==> src/rtl/multiplier_pkg.sv <==
// Shared subtype encodings and decode helper for the pipelined multiplier.
package multiplier_pkg;

  localparam int unsigned SUBTYPE_W = 5;

  localparam logic [SUBTYPE_W-1:0] MULW   = 5'd0;
  localparam logic [SUBTYPE_W-1:0] MULHW  = 5'd1;
  localparam logic [SUBTYPE_W-1:0] MULHWU = 5'd2;

  // Internal result selection after decode.
  typedef enum logic [1:0] {
    OpLow,
    OpHighSigned,
    OpHighUnsigned
  } mul_op_e;

  // Unknown subtypes fall back to the low-half product.
  function automatic mul_op_e decode_op(input logic [SUBTYPE_W-1:0] subtype);
    mul_op_e op;
    op = OpLow;
    case (subtype)
      MULHW:   op = OpHighSigned;
      MULHWU:  op = OpHighUnsigned;
      default: op = OpLow;
    endcase
    return op;
  endfunction

endpackage

==> src/rtl/multiplier_pp.sv <==
// Combinational generation of the four unsigned half-width partial products.
module multiplier_pp #(
  parameter int unsigned DATA_W = 32
) (
  input  logic [DATA_W-1:0] a,
  input  logic [DATA_W-1:0] b,
  output logic [DATA_W-1:0] pp_ll,
  output logic [DATA_W-1:0] pp_lh,
  output logic [DATA_W-1:0] pp_hl,
  output logic [DATA_W-1:0] pp_hh
);

  localparam int unsigned H = DATA_W / 2;

  logic [H-1:0] a_lo, a_hi, b_lo, b_hi;

  assign a_lo = a[H-1:0];
  assign a_hi = a[DATA_W-1:H];
  assign b_lo = b[H-1:0];
  assign b_hi = b[DATA_W-1:H];

  // pp_lh pairs a_lo with b_hi; pp_hl pairs a_hi with b_lo.
  assign pp_ll = DATA_W'(a_lo) * DATA_W'(b_lo);
  assign pp_lh = DATA_W'(a_lo) * DATA_W'(b_hi);
  assign pp_hl = DATA_W'(a_hi) * DATA_W'(b_lo);
  assign pp_hh = DATA_W'(a_hi) * DATA_W'(b_hi);

endmodule

==> src/rtl/multiplier_pipe.sv <==
// Pipelined MULW/MULHW/MULHWU unit with stall and flush.
// Define MULTIPLIER_TAG_EN to carry a destination tag alongside each operation.
module multiplier_pipe
  import multiplier_pkg::*;
#(
  parameter int unsigned DATA_W = 32,
  parameter int unsigned STAGES = 2,
  parameter int unsigned TAG_W  = 5
) (
  input  logic                 clk,
  input  logic                 rst,
  input  logic                 pipeline_multiplier_flush,
  input  logic                 pipeline_multiplier_stall,
  input  logic                 pipeline_multiplier_valid,
  input  logic [SUBTYPE_W-1:0] pipeline_multiplier_subtype,
  input  logic [DATA_W-1:0]    pipeline_multiplier_din1,
  input  logic [DATA_W-1:0]    pipeline_multiplier_din2,
  output logic                 multiplier_pipeline_valid,
  output logic [DATA_W-1:0]    multiplier_pipeline_dout,
  output logic                 multiplier_pipeline_busy
`ifdef MULTIPLIER_TAG_EN
  ,
  input  logic [TAG_W-1:0]     pipeline_multiplier_tag,
  output logic [TAG_W-1:0]     multiplier_pipeline_tag
`endif
);

  localparam int unsigned H  = DATA_W / 2;
  // Result stages after stage 1; the last one drives the outputs.
  localparam int unsigned NR = STAGES - 1;

  if (STAGES < 2 || STAGES > 4 || TAG_W < 1 || DATA_W < 8 || (DATA_W % 2) != 0) begin : gen_bad_cfg
    $error("multiplier_pipe: illegal parameter combination");
  end

  logic [DATA_W-1:0] pp_ll, pp_lh, pp_hl, pp_hh;

  multiplier_pp #(
    .DATA_W (DATA_W)
  ) u_pp (
    .a     (pipeline_multiplier_din1),
    .b     (pipeline_multiplier_din2),
    .pp_ll (pp_ll),
    .pp_lh (pp_lh),
    .pp_hl (pp_hl),
    .pp_hh (pp_hh)
  );

  // Stage 1 state.
  logic                 s1_valid_q;
  logic [DATA_W-1:0]    s1_ll_q, s1_lh_q, s1_hl_q, s1_hh_q;
  logic [DATA_W-1:0]    s1_a_q, s1_b_q;
  logic [SUBTYPE_W-1:0] s1_subtype_q;

  // Result stages.
  logic                 res_valid_q [NR];
  logic [DATA_W-1:0]    res_q       [NR];

`ifdef MULTIPLIER_TAG_EN
  logic [TAG_W-1:0]     s1_tag_q;
  logic [TAG_W-1:0]     res_tag_q   [NR];
`endif

  logic                 issue;
  logic                 s1_adv;
  logic [2*DATA_W-1:0]  prod;
  logic [DATA_W-1:0]    prod_hi;
  logic [DATA_W-1:0]    corr_a, corr_b;
  logic [DATA_W-1:0]    result;
  mul_op_e              s1_op;

  assign issue  = pipeline_multiplier_valid & ~pipeline_multiplier_flush;
  assign s1_adv = s1_valid_q & ~pipeline_multiplier_flush;
  assign s1_op  = decode_op(s1_subtype_q);

  // Accumulate cross terms at bit H; the true product never exceeds 2*DATA_W bits.
  always_comb begin
    prod    = {s1_hh_q, s1_ll_q}
            + {{H{1'b0}}, s1_lh_q, {H{1'b0}}}
            + {{H{1'b0}}, s1_hl_q, {H{1'b0}}};
    prod_hi = prod[2*DATA_W-1:DATA_W];
    corr_a  = s1_b_q[DATA_W-1] ? s1_a_q : '0;
    corr_b  = s1_a_q[DATA_W-1] ? s1_b_q : '0;
    result  = prod[DATA_W-1:0];
    unique case (s1_op)
      OpHighSigned:   result = prod_hi - corr_a - corr_b;
      OpHighUnsigned: result = prod_hi;
      default:        result = prod[DATA_W-1:0];
    endcase
  end

  always_ff @(posedge clk) begin
    if (rst) begin
      s1_valid_q   <= 1'b0;
      s1_ll_q      <= '0;
      s1_lh_q      <= '0;
      s1_hl_q      <= '0;
      s1_hh_q      <= '0;
      s1_a_q       <= '0;
      s1_b_q       <= '0;
      s1_subtype_q <= '0;
      for (int k = 0; k < NR; k++) begin
        res_valid_q[k] <= 1'b0;
        res_q[k]       <= '0;
      end
`ifdef MULTIPLIER_TAG_EN
      s1_tag_q <= '0;
      for (int k = 0; k < NR; k++) begin
        res_tag_q[k] <= '0;
      end
`endif
    end else if (!pipeline_multiplier_stall) begin
      s1_valid_q     <= issue;
      s1_ll_q        <= pp_ll;
      s1_lh_q        <= pp_lh;
      s1_hl_q        <= pp_hl;
      s1_hh_q        <= pp_hh;
      s1_a_q         <= pipeline_multiplier_din1;
      s1_b_q         <= pipeline_multiplier_din2;
      s1_subtype_q   <= pipeline_multiplier_subtype;
      // Result data is zeroed when invalid so the output stage reads 0 when idle.
      res_valid_q[0] <= s1_adv;
      res_q[0]       <= s1_adv ? result : '0;
      for (int k = 1; k < NR; k++) begin
        res_valid_q[k] <= res_valid_q[k-1] & ~pipeline_multiplier_flush;
        res_q[k]       <= (res_valid_q[k-1] && !pipeline_multiplier_flush) ? res_q[k-1] : '0;
      end
`ifdef MULTIPLIER_TAG_EN
      s1_tag_q     <= pipeline_multiplier_tag;
      res_tag_q[0] <= s1_adv ? s1_tag_q : '0;
      for (int k = 1; k < NR; k++) begin
        res_tag_q[k] <= (res_valid_q[k-1] && !pipeline_multiplier_flush) ? res_tag_q[k-1] : '0;
      end
`endif
    end
  end

  always_comb begin
    multiplier_pipeline_busy = s1_valid_q;
    for (int k = 0; k < NR; k++) begin
      multiplier_pipeline_busy = multiplier_pipeline_busy | res_valid_q[k];
    end
  end

  assign multiplier_pipeline_valid = res_valid_q[NR-1];
  assign multiplier_pipeline_dout  = res_q[NR-1];

`ifdef MULTIPLIER_TAG_EN
  assign multiplier_pipeline_tag = res_tag_q[NR-1];
`endif

endmodule

==> config.mk <==
export PLATFORM = sky130hd
export DESIGN_NAME = multiplier_pipe
export DESIGN_NICKNAME = d
export VERILOG_FILES = /design/src/rtl/multiplier_pkg.sv /design/src/rtl/multiplier_pp.sv /design/src/rtl/multiplier_pipe.sv
export SDC_FILE = /design/constraint.sdc
export NUM_CORES = 2
export LEC_CHECK = 0
export CORE_UTILIZATION = 45
export CTS_CLUSTER_SIZE = 20
export DETAILED_ROUTE_END_ITERATION = 7
export PLACE_DENSITY = 0.69
export SETUP_SLACK_MARGIN = 0.2
export SLEW_MARGIN = 25
export SYNTH_ARGS = -nofsm -noshare
export SYNTH_HDL_FRONTEND = slang
export SYNTH_SLANG_ARGS = --single-unit
==> constraint.sdc <==
create_clock -name clk -period 8.9 [get_ports clk]
set_input_delay 1.335 -clock clk [delete_from_list [all_inputs] [get_ports clk]]
set_output_delay 1.335 -clock clk [all_outputs]
set_load 0.005 [all_outputs]
==> metrics.cfg <==
[outcome]
outcome=complete, no violations

[worst_setup_path]
critPathKind=input port to flop
crit_family=adder cells
reg2reg_depth=23
r2r-end=res_q[0][28]$_SDFFCE_PN0P_
cp_slowest_cell=clkdlybuf4s50_1
reg2reg_from=s1_ll_q[21]$_SDFFE_PP0N_
slowest_delay_ns=1.15
crit_chain=clkdlybuf4s50_1 -> buf_4 -> nand2_1 -> fa_1 -> inv_1 -> fa_1 -> fa_1 -> inv_1 -> fa_1 -> fa_1 -> fa_1 -> inv_1 -> ha_1 -> and3_1 -> a31oi_1 -> o21ai_0 -> o211ai_1 -> nand3_1 -> a31oi_1 -> nor2b_1 -> o21ai_0 -> a21oi_1 -> or4_1 -> o211ai_1
crit_path_start=pipeline_multiplier_din2[6]
critPathArrivalTime_ns=8.77
cpMostUsedCell=fa_1
path_buf_inv=5
rrSetupSlack_ns=1.41
crit_fanout=13
cp-start-kind=input port
worstPathRequired_ns=9.41
setup.worst_path.end_class=flop

[yosys]
synthesis.nets=6786
yosysSeqAreaShare_pct=10.60
synth-edff-count=33
ys_dominant_reg_cell=dfxtp_1
postSynthCellCount=5391
yosys_warnings=0
ys_types=85
ys_ff_latch=231
async_reset_ff_share_pct=0
yosysMostFrequentCell=inv_1
synth.area.top_cells=fa_1 36%, ha_1 13%, dfxtp_1 8.5%, inv_1 8.0%, nand2_1 6.7%
synthTopCellsByCount=993 x inv_1, 840 x fa_1, 830 x nand2_1
syn_avg_cell_area_um2=8.671
synth.cell_area_mm2=0.04675
yosysTopAreaCell=fa_1
synth_top_area_share_pct=35.97

[routing]
drt_iter0_drc=2694
wl_per_cell_um=19.96
drc_errors=0
firstDrtPassIters=6
via_count=36840
drtAntennaViolNets=0
totalWireLength_um=135600
viasPerCell=5.424

[clocking]
tritoncts=yes
postCtsResizedCells=0
cts_buffers=28
htreeDepth=1
clk_path_buf_depth=3
cts-root-buf=clkbuf_16
cts.sinks=231
postCtsSetupBuffers=0
path_clk_slew_ns=0.07
clk_latency_ns=0.58
holdBufCountCts=0

[timing]
rsz0062_at_grt=false
hold_violations=0
max_freq_mhz=121.0
relSlewSlack_pct=29.02
fin_skew_ns=0.02323
setup_viol=0
slew_viol_final=0
finalCritPeriodShare_pct=92.88
worstMarginPinSlew_ns=1.065
final.setup.tns_ns=0
min_period_ns=8.266

[cells_and_area]
drive_gt1_share_pct=4.426
layout.nets=6796
area_growth_pct=8.868

[placed_design]
hpwl_um=108000
port_buffers=107
globalplace.congestion=0.9443

[global_routing]
grt_pass1_vias=38170
grt_pass1_wl_um=215800
antenna_found_initial=7
grt.total_usage_pct=26.03
grt-ovfl-total=0
grt_max_degree=144

[die]
design.core.area_mm2=0.1023
fp.dieH_um=324.3
pin_count=108
die_x_um=324.3
row_count=117
dieArea_mm2=0.1052
initial_core_util_pct=45.68

[job]
cap_violations=0

[min_path]
hold-path-cell-count=2
hold_class=flop to flop
min_to=s1_ll_q[15]$_SDFFE_PP0N_
hold_path.startpoint=s1_ll_q[15]$_SDFFE_PP0N_

[flip-flops by register name, indices dropped and copies added (netlist names)]
name          count
s1_lh_q          32
s1_valid_q        1
s1_ll_q          32
s1_b_q           32
s1_hl_q          32
s1_a_q           32
s1_subtype_q      5
s1_hh_q          32
res_valid_q       1
res_q            32
[per-layer routing]
metal	track usage (%)	wire, µm	vias up
li1	-	-	16660
met1	34.59	56790	18680
met2	43.50	64080	1245
met3	3.670	9643	247
met4	8.665	4988	10
met5	0	69	-
[worst register-to-register path, cell delays in order, from the launching register on]
cell       delay [ns]
dfxtp_1          0.35
fa_1             0.49
ha_1             0.37
nand3_1          0.09
o21bai_1         0.15
nor4b_1          0.09
nor4bb_1         0.51
nor2_1           0.16
o21a_1           0.26
o21ai_0          0.34
o22ai_1          0.16
xnor2_1          0.74
fa_1             0.54
ha_1             0.38
nor2b_1          0.20
o2111ai_1        0.16
a21oi_1          0.32
a31oi_1          0.18
o31ai_1          0.49
o2111ai_1        0.25
a31oi_1          0.30
xor2_1           0.19
a221oi_1         0.09
a211oi_1         0.41
[how the worst max path moves through the flow]
stage,end,slack [ns],cells after the start
2_1_floorplan,s1_hl_q[29]$_SDFFE_PP0N_,1.56,25
3_5_place_dp,s1_ll_q[30]$_SDFFE_PP0N_,0.15,24
4_1_cts,s1_ll_q[30]$_SDFFE_PP0N_,0.73,24
5_1_grt,s1_ll_q[30]$_SDFFE_PP0N_,0.35,24
6_report,s1_ll_q[30]$_SDFFE_PP0N_,0.63,24
3_3_place_gp,s1_ll_q[30]$_SDFFE_PP0N_,0.22,24
[logic make-up after synthesis]
group / count (synthesis) / synth area share (%)
and+or+nand+nor: 1703 / 16.81
buffers and inverters: 1267 / 10.18
xor gates and xnor gates: 166 / 3.110
DFF: 231 / 10.60
AOI/OAI and AO/OA: 610 / 8.453
muxes: 93 / 1.997
adders and majority gates: 1321 / 48.85
[stage by stage]
stage               hold WS [ns]  cells  setup slack, ns  instance area [µm²]  utilization (%)
floorplan                 0.4257   5391            1.557                46750                -
CTS                       0.4751   6791           0.7332                50890            49.73
global route              0.5107   6791           0.3524                50890            49.73
detailed placement        0.4590   6739           0.1471                49930            48.79
finish                    0.4844   6792           0.6337                50890            49.73
global placement          0.4522   6739           0.2197                49930            48.79
[placed cells by master, fill, tap and decap left out, drive strengths merged, types with 7 or more instances in the layout]
master           n
and2           359
dfxtp          198
xor2            70
a31oi           15
clkinv          10
o211ai          13
a211oi          29
fa             840
nor3b            8
xnor2           96
buf            151
edfxtp          33
a21o            84
ha             481
mux2i           91
a21oi          209
and3            20
o21a            23
nor2           291
nor2b           36
nor3            34
o21ai          116
nor4             7
nand2          830
nand2b          27
inv            994
or2              8
a221oi          25
or3             16
clkbuf          34
clkdlybuf4s50  102
nand4           12
nand3           30
o21bai          20
a211o            9
[cell type report]
type,instances,area [µm²]
multi-input cells,3893,37040
repair buffers,253,2496
clock buffers,34,784.5
diodes,1,2.502
inverters,994,3731
clock inverters,18,175.2
fillers,9509,51440
well taps,1368,1712
flip-flops and latches,231,4955
Power is not shown: default switching activity piles up to over one toggle a cycle in this logic, so the estimate is an artifact.
